==> config.mk <==
export PLATFORM = sky130hd
export DESIGN_NAME = async_fifo_wr_ctrl_flat
export DESIGN_NICKNAME = d
export VERILOG_FILES = /design/src/rtl/async_fifo_wr_ctrl_if.sv /design/src/rtl/async_fifo_wr_ctrl.sv /design/src/flat_wrapper.sv
export SDC_FILE = /design/constraint.sdc
export NUM_CORES = 1
export LEC_CHECK = 0
export ABC_AREA = 1
export BUFFER_PORTS_ARGS = -buffer_cell sky130_fd_sc_hd__buf_2
export CAP_MARGIN = 10
export CELL_PAD_IN_SITES_DETAIL_PLACEMENT = 1
export CELL_PAD_IN_SITES_GLOBAL_PLACEMENT = 2
export CORE_UTILIZATION = 28
export CTS_CLUSTER_DIAMETER = 150
export DETAILED_ROUTE_END_ITERATION = 16
export PLACE_DENSITY = 0.83
export SLEW_MARGIN = 10
export SYNTH_ARGS = -nofsm -noshare
export SYNTH_HDL_FRONTEND = slang
export SYNTH_SLANG_ARGS = --single-unit
==> constraint.sdc <==
create_clock -name clk_i -period 2.2 [get_ports clk_i]
set_input_delay 0.11 -clock clk_i [delete_from_list [all_inputs] [get_ports clk_i]]
set_output_delay 0.11 -clock clk_i [all_outputs]
set_load 0.01 [all_outputs]
==> src/rtl/async_fifo_wr_ctrl_if.sv <==
// Write-side bundle of the dual-clock FIFO: producer handshake, RAM write port,
// outgoing Gray write pointer, incoming synchronized read pointer and status.
interface async_fifo_wr_ctrl_if #(
  parameter int ADDR_WIDTH = 4
);
  logic                  wvalid_i;
  logic                  wready_o;
  logic                  wen_o;
  logic [ADDR_WIDTH-1:0] waddr_o;
  logic [ADDR_WIDTH:0]   wptr_gray_o;
  logic [ADDR_WIDTH:0]   rptr_gray_sync_i;
  logic                  wfull_o;
  logic                  walmost_full_o;
  logic [ADDR_WIDTH:0]   wlevel_o;

  // Controller side.
  modport slave (
    input  wvalid_i,
    input  rptr_gray_sync_i,
    output wready_o,
    output wen_o,
    output waddr_o,
    output wptr_gray_o,
    output wfull_o,
    output walmost_full_o,
    output wlevel_o
  );

  // Producer / read-domain side.
  modport master (
    output wvalid_i,
    output rptr_gray_sync_i,
    input  wready_o,
    input  wen_o,
    input  waddr_o,
    input  wptr_gray_o,
    input  wfull_o,
    input  walmost_full_o,
    input  wlevel_o
  );
endinterface

==> src/rtl/async_fifo_wr_ctrl.sv <==
// Dual-clock FIFO write controller: 1-cycle pointer/flag update after a write, 3+ cycles from a read pop to full release.
// Backpressure: wready_o = ~wfull_o; wvalid_i may stay high while full, nothing is written or lost. ADDR_WIDTH must be >= 2.
module async_fifo_wr_ctrl #(
  parameter int ADDR_WIDTH   = 4,
  parameter int AFULL_THRESH = 12
) (
  input  logic                 clk_i,
  input  logic                 rst_i,
  async_fifo_wr_ctrl_if.slave  wif
);
  localparam int PW = ADDR_WIDTH + 1;
  localparam logic [PW-1:0] AFULL_LVL = PW'(AFULL_THRESH);

  logic [PW-1:0] wbin;
  logic [PW-1:0] wgray;
  logic          wfull;
  logic          walmost_full;
  logic [PW-1:0] wlevel;

  logic          wen;
  logic [PW-1:0] wbin_next;
  logic [PW-1:0] wgray_next;
  logic [PW-1:0] rbin_sync;
  logic [PW-1:0] full_gray;
  logic [PW-1:0] wlevel_next;

  assign wen        = wif.wvalid_i & ~wfull;
  assign wbin_next  = wbin + {{(PW-1){1'b0}}, wen};
  assign wgray_next = wbin_next ^ (wbin_next >> 1);

  // Each binary bit is the XOR of all Gray bits at and above it.
  always_comb begin
    rbin_sync = '0;
    for (int i = 0; i < PW; i++) begin
      rbin_sync[i] = ^(wif.rptr_gray_sync_i >> i);
    end
  end

  // Full when our pointer is one lap ahead: top two Gray bits inverted, rest equal.
  assign full_gray   = {~wif.rptr_gray_sync_i[PW-1:PW-2], wif.rptr_gray_sync_i[PW-3:0]};
  assign wlevel_next = wbin_next - rbin_sync;

  always_ff @(posedge clk_i or posedge rst_i) begin
    if (rst_i) begin
      wbin         <= '0;
      wgray        <= '0;
      wfull        <= 1'b0;
      walmost_full <= 1'b0;
      wlevel       <= '0;
    end else begin
      wbin         <= wbin_next;
      wgray        <= wgray_next;
      wfull        <= (wgray_next == full_gray);
      walmost_full <= (wlevel_next >= AFULL_LVL);
      wlevel       <= wlevel_next;
    end
  end

  assign wif.wready_o       = ~wfull;
  assign wif.wen_o          = wen;
  assign wif.waddr_o        = wbin[ADDR_WIDTH-1:0];
  assign wif.wptr_gray_o    = wgray;
  assign wif.wfull_o        = wfull;
  assign wif.walmost_full_o = walmost_full;
  assign wif.wlevel_o       = wlevel;

endmodule

==> src/flat_wrapper.sv <==
// flat-port wrapper written by rule: the top's interface ports become plain ports
module async_fifo_wr_ctrl_flat 
#(
  parameter int ADDR_WIDTH   = 4,
  parameter int AFULL_THRESH = 12
)
  (clk_i, rst_i, wif_wvalid_i, wif_rptr_gray_sync_i, wif_wready_o, wif_wen_o, wif_waddr_o, wif_wptr_gray_o, wif_wfull_o, wif_walmost_full_o, wif_wlevel_o);
  async_fifo_wr_ctrl_if #(.ADDR_WIDTH(ADDR_WIDTH)) wif_i ();
  input  logic clk_i;
  input  logic rst_i;
  input wire logic [$bits(wif_i.wvalid_i)-1:0] wif_wvalid_i;
  input wire logic [$bits(wif_i.rptr_gray_sync_i)-1:0] wif_rptr_gray_sync_i;
  output wire logic [$bits(wif_i.wready_o)-1:0] wif_wready_o;
  output wire logic [$bits(wif_i.wen_o)-1:0] wif_wen_o;
  output wire logic [$bits(wif_i.waddr_o)-1:0] wif_waddr_o;
  output wire logic [$bits(wif_i.wptr_gray_o)-1:0] wif_wptr_gray_o;
  output wire logic [$bits(wif_i.wfull_o)-1:0] wif_wfull_o;
  output wire logic [$bits(wif_i.walmost_full_o)-1:0] wif_walmost_full_o;
  output wire logic [$bits(wif_i.wlevel_o)-1:0] wif_wlevel_o;
  assign wif_i.wvalid_i = wif_wvalid_i;
  assign wif_i.rptr_gray_sync_i = wif_rptr_gray_sync_i;
  assign wif_wready_o = wif_i.wready_o;
  assign wif_wen_o = wif_i.wen_o;
  assign wif_waddr_o = wif_i.waddr_o;
  assign wif_wptr_gray_o = wif_i.wptr_gray_o;
  assign wif_wfull_o = wif_i.wfull_o;
  assign wif_walmost_full_o = wif_i.walmost_full_o;
  assign wif_wlevel_o = wif_i.wlevel_o;
  async_fifo_wr_ctrl #(.ADDR_WIDTH(ADDR_WIDTH), .AFULL_THRESH(AFULL_THRESH)) u_core (.clk_i(clk_i), .rst_i(rst_i), .wif(wif_i));
endmodule
==> results_dict.tcl, run 1 <==
set metrics [dict create \
    antennaDiodeCount 0 \
    crit_type "flop to flop" \
    synth_xor_xnor_area_share 0.121 \
    drive_above_1_share 0.287 \
    outcome "finished, final reports clean" \
    tritoncts "built" \
    ff2ff_path_depth 14 \
    fmax_mhz 494 \
    p_total_mw 2.02 \
    cts_sinks 16 \
    power.switching_mw 0.919 \
    peakVddDrop_v 0.000271 \
    dieArea_mm2 0.00355 \
    synth.top_cell.area_share 0.432 \
    syn-cell-area_um2 927 \
    core_area_mm2 0.00310 \
    hpwl_um 1750 \
    crit_chain "nor2_2 -> ha_2 -> ha_4 -> inv_1 -> nand3_1 -> nand2_1 -> inv_1 -> ha_1 -> inv_1 -> nand2_1 -> nand3_1 -> nand3b_1 -> nand2_1 -> nand2_1" \
    track_usage 0.127 \
    wl_um 2100 \
    slew_headroom 0.604 \
    p_int_mw 1.10 \
    worstPathRequired_ns 2.38 \
    drv_cap 0 \
    drt_iter0_drc 18 \
    yosysUniqueCellTypes 17 \
    hold_path_depth 5 \
    synth_compound_area_frac 0.00540 \
    crit_fanout 4 \
    slowest_stage "dfrtp_1" \
    ys_top_cells_by_area "dfrtp_1 (43%), nand2_1 (16%), xor2_1 (9.4%)" \
    netlist_instances 116 \
    period_share 0.920 \
    io_buffers 25 \
    postSynthNetCount 130 \
    grt_start_max_net_pins 17 \
    clkLatencyLatePin_ns 0.28 \
    clock_path_buffers 2 \
    power.static_leakage_nw 0.692 \
    synthSimpleGateAreaFrac 0.267 \
    ant_nets 0 \
    ys_seq_area_frac 0.432 \
    power_density_mw_per_mm2 1660 \
    setup_ws_ns 0.175 \
    grt_first_pass_wirelength_um 3400 \
    grt-ovfl-total 0 \
    drtPass1Iterations 4 \
    synthToLayoutAreaGrowth_pct 31.4 \
    ios 26 \
    vias 829 \
    cpPeakStageDelay_ns 0.41 \
    place_congestion 0.866 \
    syn_avg_cell_area_um2 7.99 \
    setup_viol 0 \
    min_period_ns 2.03 \
    yosys-mux-area-fraction 0 \
    drv_slew 0 \
    yosysTopAreaCell "dfrtp_1" \
    cts_buffers 3 \
    grt_pass1_vias 810 \
    p_seq_frac 0.266 \
    clk_pin_slew_ns 0.09 \
    drc 0 \
    synth_top_family_by_area "simple AND/OR/NAND/NOR gates" \
    htreeDepth 1 \
    nNetsFinal 165 \
    die_w_um 59.5 \
    skew_ns 0.00350 \
    tightest_slew_ns 0.593 \
    antenna_found_initial 0 \
    synth_seq_cells 16 \
    power_frac_comb 0.641 \
    via_per_inst 4.27 \
    hold_violations 0 \
    avgRoutedWirePerCell_um 10.8 \
    min_path_type "primary input to flop" \
    rows 20 \
    sw_frac_of_total 0.454 \
    initial_utilization 0.299 \
    worstPathArrival_ns 2.21 \
    ys.warnings.count 0 \
    cp-end-kind "flop" \
    cpMostUsedCell "nand2_1" \
    die_y_um 59.5 \
    dp_slack_ns -0.0458 \
    power_frac_clock 0.094 \
    fin_hold_ws_ns 0.196 \
    root_buffer "clkbuf_4" \
    yosys.area_share.adder 0.0810 \
    critPathLaunchType "flop" \
]
power by group through the flow:
stage | combinational (mW) | sequential [mW] | clock (mW)
finish | 1.30 | 0.537 | 0.190
global route | 1.46 | 0.553 | 0.209
CTS | 1.23 | 0.536 | 0.194
detailed placement | 1.19 | 0.542 | 0
global placement | 1.16 | 0.533 | 0
floorplan | 0.723 | 0.614 | 0
metal layers:
metal,routed length (um),global-route usage,share of wire
met1,919,0.149,0.44
met2,1100,0.236,0.52
met3,51,0.00655,0.024
met4,36,0.0598,0.017
met5,0,0,0
sequential cells by signal (all words and copies together), names as in the netlist:
name                       cells
u_core.wif.wfull_o             1
u_core.wbin                    5
u_core.wif.wptr_gray_o         4
u_core.wif.walmost_full_o      1
u_core.wif.wlevel_o            5
path summary, 6_finish.rpt:
path	startpoint	endpoint	slack, ns
setup / recovery	u_core.wif.wfull_o	u_core.wif.walmost_full_o	0.17
hold / removal	wif_rptr_gray_sync_i[2]	u_core.wif.wfull_o	0.20
setup reg to reg	u_core.wif.wfull_o	u_core.wif.walmost_full_o	0.17
hold reg to reg	u_core.wbin[4]	u_core.wbin[4]	0.58
max in group asynchronous	rst_i	u_core.wif.wptr_gray_o[2]	1.37
min in group asynchronous	rst_i	u_core.wif.wlevel_o[4]	0.45
final cells by class:
cell class | count | area, um2
Multi-Input combinational cell | 77 | 475
Timing Repair Buffer | 30 | 165
Inverter | 23 | 86.3
Clock buffer | 4 | 36.3
Fill cell | 407 | 1880
Sequential cell | 16 | 400
Tap cell | 44 | 55.1
cells in the final DEF (no fill, tap or decap):
cell,netlist,routed
ha_4,0,2
ha_2,0,1
nand2_2,1,2
nand4_1,1,1
nor3_1,1,1
nand3_2,1,1
nor2_1,3,1
xnor2_1,1,1
xor2_1,10,10
buf_2,0,25
dfrtp_1,16,16
xnor2_2,1,1
nand3_1,9,9
nor2_2,0,2
clkbuf_8,0,1
buf_4,0,4
inv_2,1,1
dlygate4sd3_1,0,1
inv_1,22,22
nand2_1,40,39
nand3b_1,1,1
a21oi_1,1,1
and2_1,1,1
clkbuf_4,0,3
ha_1,6,3
cell usage after synthesis:
| cell | count |
|---|---|
| ha_1 | 6 |
| nand3_2 | 1 |
| and2_1 | 1 |
| nand3b_1 | 1 |
| xor2_1 | 10 |
| inv_2 | 1 |
| nand2_1 | 40 |
| nand2_2 | 1 |
| a21oi_1 | 1 |
| nand3_1 | 9 |
| nor2_1 | 3 |
| xnor2_1 | 1 |
| nand4_1 | 1 |
| xnor2_2 | 1 |
| nor3_1 | 1 |
| dfrtp_1 | 16 |
| inv_1 | 22 |
repair_timing:
item	4_1_cts	5_1_grt
endpoints found under the setup margin	2	3
pin swaps	0	3
hold buffers	1	0
buffers inserted	0	3
resized for setup	3	4
endpoints found under the hold margin	16	0
logic make-up after synthesis:
kind of cell / count (synthesis)
AOI/OAI and AO/OA: 1
and+or+nand+nor: 58
adders and majority gates: 6
xor gates and xnor gates: 12
DFF: 16
buffers and inverters: 23
worst max-delay path, delay by kind of cell, from the launching register on:
kind,cells,cell delay [ns]
buffers and inverters,3,0.20
and+or+nand+nor,8,0.71
adders and majority gates,3,0.61
DFF,1,0.41
metrics by stage:
step,std cells,instance area [um2],util,TNS [ns]
2_1_floorplan,116,927,-,0
3_3_place_gp,186,1110,0.359,0
3_5_place_dp,186,1110,0.359,-0.0685
4_1_cts,191,1180,0.380,0
5_1_grt,194,1220,0.393,-0.0171
6_report,194,1220,0.393,0
(Power assumes the default switching activity.)
==> run 2, diff against run 1 <==
==> constraint.sdc (replaced) <==
create_clock -name clk_i -period 2.2 [get_ports clk_i]
set_input_delay 0.33 -clock clk_i [delete_from_list [all_inputs] [get_ports clk_i]]
set_output_delay 0.33 -clock clk_i [all_outputs]
set_load 0.01 [all_outputs]
==> run 2 against run 1 <==
Setup slack worse by 0.0097 ns. Register-to-register slack barely moved. Fmax down 0.48%. Clock power barely moved. Critical endpoint is now u_core.wif.wlevel_o[3]. Sequential power about the same. Die area did not move.
==> results_dict.tcl, run 2 (synthesis gave the netlist of run 1 again) <==
set metrics [dict create \
    cpPeakStageDelay_ns 0.40 \
    hpwl_um 1820 \
    root_buffer "clkbuf_4" \
    crit_type "flop to flop" \
    dp_slack_ns -0.0138 \
    setup_ws_ns 0.165 \
    min_path_type "primary input to async pin" \
    power.static_leakage_nw 0.706 \
    rows 20 \
    dieArea_mm2 0.00355 \
    drc 0 \
    grt_first_pass_wirelength_um 3550 \
    crit_fanout 4 \
    synthToLayoutAreaGrowth_pct 33.6 \
    r2r-end "u_core.wif.wlevel_o[3]" \
    drtPass1Iterations 2 \
    worstPathArrival_ns 2.21 \
    reg2reg_slack_ns 0.17 \
    hold_violations 0 \
    grt_pass1_vias 850 \
    cpMostUsedCell "nand2_1" \
    cts_hold_buf 0 \
    ff2ff_path_depth 13 \
    initial_utilization 0.299 \
    tritoncts "built" \
    place_congestion 0.721 \
    die_w_um 59.5 \
    slew_headroom 0.616 \
    clock_path_buffers 2 \
    outcome "finished, final reports clean" \
    slowest_stage "dfrtp_1" \
    p_total_mw 2.03 \
    drv_cap 0 \
    htreeDepth 1 \
    ant_nets 0 \
    worstPathRequired_ns 2.38 \
    skew_ns 0.00266 \
    antenna_found_initial 0 \
    grt_start_max_net_pins 17 \
    critPathLaunchType "flop" \
    layout_commonest_cell "nand2_1" \
    io_buffers 25 \
    cts_sinks 16 \
    tightest_slew_ns 0.575 \
    nNetsFinal 168 \
    p_seq_frac 0.265 \
    final_cell_mix "nand2_1 (39), buf_2 (25), inv_1 (21)" \
    crit_chain "nor2_2 -> ha_2 -> ha_4 -> nand2_1 -> nand2_1 -> inv_2 -> ha_4 -> inv_1 -> nor2_2 -> nand3_1 -> nand2_1 -> nand2_1 -> and2_1" \
    clkLatencyLatePin_ns 0.28 \
    core_area_mm2 0.00310 \
    setup_viol 0 \
    power_density_mw_per_mm2 1640 \
    sw_frac_of_total 0.450 \
    fmax_mhz 491 \
    cp-end-kind "flop" \
    antennaDiodeCount 0 \
    vias 840 \
    timing.rr.start "u_core.wif.wfull_o" \
    min_period_ns 2.03 \
    power_frac_clock 0.092 \
    power_frac_comb 0.643 \
    via_per_inst 4.26 \
    cts_buffers 3 \
    drv_slew 0 \
    ios 26 \
    postLayoutCoreUtil 0.399 \
    die_y_um 59.5 \
    drive_above_1_share 0.314 \
    track_usage 0.134 \
    power.switching_mw 0.914 \
    drt_iter0_drc 12 \
    wl_um 2160 \
    period_share 0.925 \
    grt-ovfl-total 0 \
    clk_pin_slew_ns 0.09 \
    p_int_mw 1.12 \
    avgRoutedWirePerCell_um 11.0 \
    peakVddDrop_v 0.000278 \
]
## run 2: cell count changes in the layout (fill, tap and decap cells not counted)
| cell | previous run | this run |
|---|---|---|
| buf_4 | 4 | 8 |
| dlygate4sd3_1 | 1 | 0 |
| inv_1 | 22 | 21 |
| inv_2 | 1 | 2 |
## run 2: worst max-delay path, delay by kind of cell, from the launching register on
| family | cells | cell delay, ns |
|---|---|---|
| adder cells (fa/ha/maj) | 3 | 0.65 |
| buffers and inverters | 2 | 0.13 |
| AND/OR/NAND/NOR | 8 | 0.76 |
| flip-flops | 1 | 0.40 |
## run 2: how the worst max path moves through the flow
stage / start / to / slack, ns
3_5_place_dp: wif_wvalid_i / u_core.wif.wlevel_o[3] / -0.01
4_1_cts: u_core.wif.wfull_o / u_core.wif.wlevel_o[3] / 0.01
3_3_place_gp: wif_wvalid_i / u_core.wif.walmost_full_o / 0.06
2_1_floorplan: u_core.wif.wfull_o / u_core.wif.wlevel_o[3] / 0.009
6_report: u_core.wif.wfull_o / u_core.wif.wlevel_o[3] / 0.17
5_1_grt: u_core.wif.wfull_o / u_core.wif.wlevel_o[3] / -0.02
## run 2: per-layer routing
metal,vias to the layer above,global-route usage,wire length [um],share of wire
met2,21,0.239,1090,0.51
met1,386,0.159,961,0.45
met4,0,0.0797,57,0.026
met3,6,0.00655,46,0.021
met5,-,0,0,0
li1,427,-,-,-
## run 2: area by class of cell
class                   instances  area, um2
inverters                      23       86.3
repair buffers                 33        185
flip-flops and latches         16        400
well taps                      44       55.1
multi-input cells              77        475
clock buffers                   4       36.3
fillers                       418       1860
## run 2: repair_timing
| item | 4_1_cts | 5_1_grt |
|---|---|---|
| setup buffers | 0 | 1 |
| pin swaps | 0 | 2 |
| setup endpoints to repair | 2 | 3 |
| gates resized for setup | 3 | 5 |
## run 2: power by group through the flow
stage,clock network [mW],registers [mW],logic [mW]
6_report,0.188,0.537,1.31
5_1_grt,0.201,0.556,1.49
4_1_cts,0.191,0.539,1.25
3_5_place_dp,0,0.544,1.22
3_3_place_gp,0,0.533,1.20
2_1_floorplan,0,0.614,0.723
## run 2: through the flow
step,area [um2],hold slack (ns),std cells,TNS (ns)
after global placement,1160,0.404,192,0
after CTS,1200,0.118,196,0
after global routing,1240,0.159,197,-0.0459
after floorplan,927,0.244,116,0
after detailed placement,1160,0.420,192,-0.0181
final,1240,0.0927,197,0
